===== src/rtl/seq_detector_prog.sv =====
// Programmable serial pattern detector: runtime pattern/length/overlap, saturating match counter.
// Latency: bit accepted at edge N -> seq_detected pulse during cycle N+1 (registered).
// Backpressure: none; every in_valid bit is consumed; a cfg_load in the same cycle discards it.
module seq_detector_prog #(
  parameter int MAX_LEN = 16,
  parameter int LEN_W   = 5,
  parameter int CNT_W   = 8
) (
  input  logic               clk,
  input  logic               reset,
  input  logic               cfg_load,
  input  logic [MAX_LEN-1:0] cfg_pattern,
  input  logic [LEN_W-1:0]   cfg_len,
  input  logic               cfg_overlap,
  input  logic               in_valid,
  input  logic               in_bit,
  output logic               seq_detected,
  output logic [CNT_W-1:0]   match_count,
  output logic               armed,
  output logic               cfg_err
);

  // IDLE: no usable pattern; FILL: fewer than len bits collected; RUN: window full
  typedef enum logic [1:0] {
    ST_IDLE = 2'd0,
    ST_FILL = 2'd1,
    ST_RUN  = 2'd2
  } state_t;

  localparam logic [LEN_W:0] MAX_LEN_C = (LEN_W + 1)'(MAX_LEN);
  localparam logic [LEN_W-1:0] MIN_LEN_C = LEN_W'(2);

  state_t state_q, state_d;

  // Latched configuration. The compare mask is derived once at load time so the
  // per-bit compare is a plain masked equality rather than a variable-width slice.
  logic [MAX_LEN-1:0] pat_q, pat_d;
  logic [MAX_LEN-1:0] mask_q, mask_d;
  logic [LEN_W-1:0]   len_q, len_d;
  logic               ov_q, ov_d;

  // History keeps only MAX_LEN-1 past bits: together with the incoming bit that
  // forms the full MAX_LEN-wide compare window.
  logic [MAX_LEN-2:0] hist_q, hist_d;
  logic [LEN_W-1:0]   fill_q, fill_d;

  logic               det_d;
  logic [CNT_W-1:0]   cnt_d;
  logic               err_d;

  logic [MAX_LEN-1:0] cfg_mask;
  logic [MAX_LEN-1:0] hist_shift;
  logic [LEN_W:0]     fill_inc;
  logic [LEN_W-1:0]   fill_sat;
  logic               len_legal;
  logic               accept;
  logic               hit;

  // Mask of the low cfg_len bits; pattern bits above len-1 never take part in the compare
  always_comb begin
    cfg_mask = '0;
    for (int i = 0; i < MAX_LEN; i++) begin
      cfg_mask[i] = (LEN_W'(i) < cfg_len);
    end
  end

  // Bit acceptance and match decision for the current cycle
  always_comb begin
    len_legal  = (cfg_len >= MIN_LEN_C) && ({1'b0, cfg_len} <= MAX_LEN_C);
    accept     = (state_q != ST_IDLE) && in_valid && !cfg_load;
    hist_shift = {hist_q, in_bit};
    fill_inc   = {1'b0, fill_q} + (LEN_W + 1)'(1);
    fill_sat   = (fill_q < len_q) ? fill_q + LEN_W'(1) : fill_q;
    hit        = accept
              && (fill_inc >= {1'b0, len_q})
              && (((hist_shift ^ pat_q) & mask_q) == '0);
  end

  // Next-state and next-output logic; load beats bit acceptance
  always_comb begin
    state_d = state_q;
    pat_d   = pat_q;
    mask_d  = mask_q;
    len_d   = len_q;
    ov_d    = ov_q;
    hist_d  = hist_q;
    fill_d  = fill_q;
    det_d   = 1'b0;
    cnt_d   = match_count;
    err_d   = cfg_err;

    if (cfg_load) begin
      hist_d = '0;
      fill_d = '0;
      cnt_d  = '0;
      if (len_legal) begin
        pat_d   = cfg_pattern;
        mask_d  = cfg_mask;
        len_d   = cfg_len;
        ov_d    = cfg_overlap;
        err_d   = 1'b0;
        state_d = ST_FILL;
      end else begin
        err_d   = 1'b1;
        state_d = ST_IDLE;
      end
    end else if (accept) begin
      if (hit) begin
        det_d = 1'b1;
        if (match_count != {CNT_W{1'b1}}) begin
          cnt_d = match_count + CNT_W'(1);
        end
      end
      if (hit && !ov_q) begin
        // Non-overlapping: the next match must be built from len fresh bits
        hist_d  = '0;
        fill_d  = '0;
        state_d = ST_FILL;
      end else begin
        hist_d  = hist_shift[MAX_LEN-2:0];
        fill_d  = fill_sat;
        state_d = (fill_sat == len_q) ? ST_RUN : ST_FILL;
      end
    end
  end

  // State register
  always_ff @(posedge clk) begin
    if (reset) begin
      state_q <= ST_IDLE;
    end else begin
      state_q <= state_d;
    end
  end

  // Configuration, history and registered outputs
  always_ff @(posedge clk) begin
    if (reset) begin
      pat_q        <= '0;
      mask_q       <= '0;
      len_q        <= '0;
      ov_q         <= 1'b0;
      hist_q       <= '0;
      fill_q       <= '0;
      seq_detected <= 1'b0;
      match_count  <= '0;
      armed        <= 1'b0;
      cfg_err      <= 1'b0;
    end else begin
      pat_q        <= pat_d;
      mask_q       <= mask_d;
      len_q        <= len_d;
      ov_q         <= ov_d;
      hist_q       <= hist_d;
      fill_q       <= fill_d;
      seq_detected <= det_d;
      match_count  <= cnt_d;
      armed        <= (state_d != ST_IDLE);
      cfg_err      <= err_d;
    end
  end

endmodule


===== config.mk =====
export PLATFORM = sky130hd
export DESIGN_NAME = seq_detector_prog
export DESIGN_NICKNAME = d
export VERILOG_FILES = /design/src/rtl/seq_detector_prog.sv
export SDC_FILE = /design/constraint.sdc
export NUM_CORES = 1
export LEC_CHECK = 0
export ABC_AREA = 1
export ABC_CLOCK_PERIOD_IN_PS = 3300
export CORE_AREA = 5 5 105 107
export CTS_BUF_LIST = sky130_fd_sc_hd__clkbuf_8
export DETAILED_ROUTE_END_ITERATION = 8
export DIE_AREA = 0 0 110 112
export HOLD_SLACK_MARGIN = 0.1
export PLACE_DENSITY_LB_ADDON = 0.2
export SYNTH_ARGS = -nofsm -noshare
export SYNTH_HDL_FRONTEND = slang
export SYNTH_SLANG_ARGS = --single-unit

===== constraint.sdc =====
create_clock -name clk -period 3.3 [get_ports clk]
set_clock_uncertainty 0.1 [all_clocks]
set_input_delay 0.33 -clock clk [delete_from_list [all_inputs] [get_ports clk]]
set_output_delay 0.33 -clock clk [all_outputs]
set_load 0.005 [all_outputs]

## Yosys cells after proc, flatten, opt, wreduce, memory -nomap -nowiden

Index checks and enable logic that the tools add are counted.

- Reduce and logical (&&, ||, !) cells: 15
- Order comparisons: 20
- Add/sub/neg operators: 3
- Bitwise logic cells: 3
- Eq/ne operators: 2
- Mux-type cells: 10

Operators with widths:

| kind | count |
|---|---|
| less-than comparator 4 x 5 -> 1 bit (first input constant) | 8 |
| less-than comparator 3 x 5 -> 1 bit (first input constant) | 4 |
| AND 16 bit | 1 |
| zero test 16 bit | 1 |
| XOR 16 bit | 1 |
| two-way mux 15 bit | 1 |
| less-than comparator 1 x 5 -> 1 bit (first input constant) | 2 |
| less-than comparator 2 x 5 -> 1 bit (first input constant) | 2 |
| two-way mux 5 bit | 2 |
| adder 8 x 1 -> 8 bit (second input constant) | 1 |
| two-way mux 2 bit | 4 |
| != test 8 bit (second input constant) | 1 |
| adder 5 x 1 -> 6 bit (second input constant) | 1 |
| >= comparator 6 x 5 -> 1 bit | 1 |
| logical AND 1 bit | 6 |
| adder 5 x 1 -> 5 bit (second input constant) | 1 |
| == test 5 bit | 1 |
| >= comparator 5 x 2 -> 1 bit (second input constant) | 1 |
| less-or-equal comparator 5 bit (second input constant) | 1 |
| less-than comparator 5 bit | 1 |
| nonzero test 2 bit | 2 |
| two-way mux 1 bit | 3 |
| AND reduction 3 bit | 1 |
| OR reduction 3 bit | 1 |
| other kinds (4) | 5 |

- Input port bits: 27
- Output and inout bits: 11
- Register bits: 71

## Longest topological paths before layout

- Depth after elaboration: 10
- Depth in mapped cells: 16
- Depth with buffers taken out: 16

## Worst setup path after synthesis

Ideal clock, no wire load.

- Path kind: reg-to-reg
- From: reg fill_q[0]
- To: reg match_count[4]
- Data arrival time: 1.970 ns
- Stages on the path, launching flop included: 15
- Path slack: 1.098 ns
- Cell sequence: dfxtp_1 -> ha_1 -> nand2_1 -> inv_1 -> nor2_1 -> ha_1 -> nand2_1 -> nor3_1 -> nand3_2 -> nand4_4 -> nand2_1 -> nor3_4 -> nand2_1 -> nand2_1 -> a21oi_1

- Longest elaborated chain between the ends: 5

RTL lines:

| element | RTL line | RTL |
|---|---|---|
| from (decl) | 45 | `logic [LEN_W-1:0] fill_q, fill_d;` |
| from (signal assigned) | 155 | `fill_q <= fill_d;` |
| adder 5 x 1 -> 6 bit | 72 | `fill_inc = {1'b0, fill_q} + (LEN_W + 1)'(1);` |
| >= comparator 6 x 5 -> 1 bit | 75 | `&& (fill_inc >= {1'b0, len_q})` |
| logical AND 1 bit | 75 |  |
| logical AND 1 bit | 76 | `&& (((hist_shift ^ pat_q) & mask_q) == '0);` |
| AND reduction 3 bit (no source line) | - |  |
| to (signal assigned) | 157 | `match_count <= cnt_d;` |
| to (decl) | 18 | `output logic [CNT_W-1:0] match_count,` |

Every way passes these cells.
A chain may end at the register's enable or synchronous reset.

## Worst setup path in the final report

- From: reg fill_q[0]
- To: reg match_count[7]

Same word-level chain as after synthesis.

==> results by group <==
Setup path
  – Largest fanout on the critical path: 8
  – Worst flop-to-flop path startpoint: fill_q[0]$_SDFFE_PP0P_
  – Arrival time at the worst endpoint: 2.63 ns
  – Launching element of the worst setup path: fill_q[0]$_SDFFE_PP0P_
  – Kind of start point of the critical path: flop
  – Required time reported for the critical path endpoint: 3.41 ns
  – Critical Path Sink Type: flop
  – Crit Path Category: flop to flop

Route
  – Post-route DRC: 0
  – Routed vias: 3496
  – Routed wire length: 9320 microns
  – Antenna violation net count after detailed routing: 0
  – Detailed-routing iteration count for the pre-antenna-repair pass: 4
  – WL per Instance: 13.2 microns
  – Via-to-Cell Ratio: 4.97
  – Drt first-iter violations: 187

Power
  – Post-layout power: 0.00192 W
  – Standby leakage power: 1.76 nW
  – Combinational share of power: 0.130
  – Internal portion of total power: 0.00142 W
  – Switching share of power: 0.261
  – Clock network fraction of total power: 0.400
  – Total power per unit cell area: 440 nW/um^2
  – Share of power burned in registers: 0.469
  – Switching power total: 0.000501 W
  – Peak supply drop: 0.000219 V

CTS
  – Clock Tree Root: clkbuf_8
  – Number of levels in the clock H-tree: 3
  – Number of buffers inserted by post-CTS setup repair: 0
  – Post-cts hold buffer count: 0
  – Number of gates given a new drive strength after cts: 0
  – Largest buffer count on any clock path: 2
  – Number of clock sinks: 70
  – Clock-pin slew on the worst setup and hold paths: 0.08 ns
  – Clock tree from TritonCTS: yes
  – Latest clock arrival within the worst-skew pair: 0.34 ns
  – TritonCTS Buffers: 9

Timing
  – Maximum clock frequency: 396 MHz
  – Post-route minimum period: 2.52 ns
  – Worst relative slew slack: 0.500
  – Transition at the pin with the smallest max-transition slack: 0.749 ns
  – Accumulated negative setup slack: 0 ns
  – Final Max Slew Viols: 0
  – Setup repair after global routing missed its margin: false
  – Ratio of final minimum period to clock period: 0.765
  – Final setup violation count: 0
  – Hold Fails Final Rpt: 0

Yosys
  – Share of synthesized area occupied by flip-flops and latches: 0.383
  – Share of flip-flops with an asynchronous set or reset after synthesis: 0
  – Number of distinct library cell variants in the gate-level netlist after synthesis: 37
  – Cells after synthesis: 528
  – Post-Synthesis Mean Instance Area: 6.92 sq um
  – Post-synth EDFFs: 0
  – Synthesized area: 3650 sq um
  – Post-synthesis net count: 567
  – Yosys warnings: 0
  – Number of storage elements in the synthesis netlist: 70
  – Dominant register cell in the synthesized netlist: dfxtp_1

Floorplan
  – Horizontal extent of the die: 110 microns
  – Effective utilization at floorplan: 0.364
  – Io pins: 38
  – Vert. Die Dim: 112 microns
  – Die footprint: 12300 sq um
  – Core Rows: 37
  – Standard cell core area: 10000 sq um

Global routing
  – Wire length of the first global-routing pass: 15600 microns
  – Maximum number of pins on one net before global-route repair: 37
  – Global-route usage over all layers: 0.159
  – GR Overflow Total: 0
  – Antenna violations before repair: 0
  – Vias in the first global route: 3295

Placed design
  – Number of input and output port buffers inserted: 37
  – DP Wirelength: 7060 microns
  – Routability congestion estimate from global placement: 0.977

Finish
  – Fill cell instance count of the final layout: 1053
  – Area Overhead vs Synth: 19.4%
  – Antenna cells: 0
  – Final Net Count: 602
  – Layout cells sized above 1: 0.0775

Outcome
  – Result of the run: finished clean

Job
  – MaxCap Viol Count: 0

Worst hold path
  – Class of the tightest hold or removal check: flop to flop
  – Worst min-delay path startpoint: mask_q[0]$_SDFFE_PP0P_
[layout make-up]
| cell class | instances | area [sq um] | area share |
|---|---|---|---|
| clock inverter | 6 | 85.1 | 0.0195 |
| tap | 136 | 170 | 0.0390 |
| timing repair buffer | 43 | 415 | 0.0952 |
| multi-input combinational | 368 | 1890 | 0.432 |
| clock buffer | 10 | 138 | 0.0315 |
| inverter | 71 | 267 | 0.0611 |
| sequential | 70 | 1400 | 0.321 |
[power by group through the flow]
stage	Clock, W	Sequential [W]	Combinational, W
final	0.000768	0.000901	0.000250
after global routing	0.000832	0.000904	0.000283
after CTS	0.000790	0.000901	0.000250
after detailed placement	0	0.000921	0.000249
after global placement	0	0.000920	0.000248
after floorplan	0	0.000913	0.000166
[state kept, by name (all words and copies together) (netlist names)]
register / flops
mask_q: 16
pat_q: 16
hist_q: 15
match_count: 8
fill_q: 5
len_q: 4
state_q: 2
armed: 1
cfg_err: 1
ov_q: 1
seq_detected: 1
[logic make-up after synthesis]
logic type | synth area share
and+or+nand+nor | 0.331
AOI/OAI and AO/OA | 0.135
buffers and inverters | 0.100
DFF | 0.383
adders and majority gates | 0.0411
xor gates and xnor gates | 0.00958
[final timing paths]
check	cells past startpoint	to	slack (ns)
min reg2reg	1	mask_q[0]$_SDFFE_PP0P_	0.37
min	1	mask_q[0]$_SDFFE_PP0P_	0.37
max	14	match_count[7]$_SDFFE_PP0P_	0.78
max reg2reg	14	match_count[7]$_SDFFE_PP0P_	0.78
[worst max-delay path, stage by stage (launching register included)]
cell	delay [ns]
dfxtp_1	0.50
ha_1	0.26
nand2_1	0.09
inv_1	0.07
nor2_1	0.05
ha_1	0.28
nand2_1	0.06
nor3_1	0.20
nand3_2	0.12
nand4_4	0.13
nand2_1	0.09
nor3_4	0.19
nand2_1	0.12
nand2_1	0.08
a21oi_1	0.05
[synthesized netlist by cell type, types with 2 or more instances]
library cell	n	share of area
nor3_1	8	0.011
buf_2	5	0.0068
inv_2	3	0.0031
xor2_1	4	0.0096
nand3_1	50	0.068
o21ai_0	19	0.026
clkbuf_1	10	0.010
o21ai_1	6	0.0082
nor2_2	4	0.0068
ha_1	12	0.041
a21oi_1	52	0.071
o21a_1	2	0.0041
dfxtp_1	70	0.38
inv_1	67	0.069
nand2_1	136	0.14
nand3_2	6	0.016
nor2_1	27	0.028
nand2_2	4	0.0068
a31oi_1	4	0.0068
o22ai_1	3	0.0051
buf_4	2	0.0041
nand4_1	15	0.026
buf_6	2	0.0062
or2_1	4	0.0068
[metal layers]
layer	wire, microns	vias up	part of all wire	GRT usage
met3	470	19	0.050	0.0272
met5	0	-	0	0
met4	230	0	0.025	0.0615
met1	4100	1599	0.44	0.200
li1	-	1804	-	-
met2	4520	74	0.49	0.268
[stage by stage]
step,std cells,hold WS (ns),instance area [sq um],setup slack (ns),utilization
3_5_place_dp,688,0.355,4140,0.799,0.412
5_1_grt,704,0.391,4360,0.478,0.434
3_3_place_gp,688,0.352,4140,0.835,0.412
2_1_floorplan,528,0.341,3650,1.10,-
4_1_cts,704,0.375,4360,0.784,0.434
6_report,704,0.370,4360,0.776,0.434
[placed cells by master (no fill, tap or decap), drive strengths merged, types with 12 or more instances in the layout]
cell	n
nand4	16
nand3	56
clkdlybuf4s50	37
dfxtp	70
inv	70
o21ai	25
a21oi	52
nor2	32
nand2	140
ha	12
Note: power is estimated with default switching activity, not from simulation.
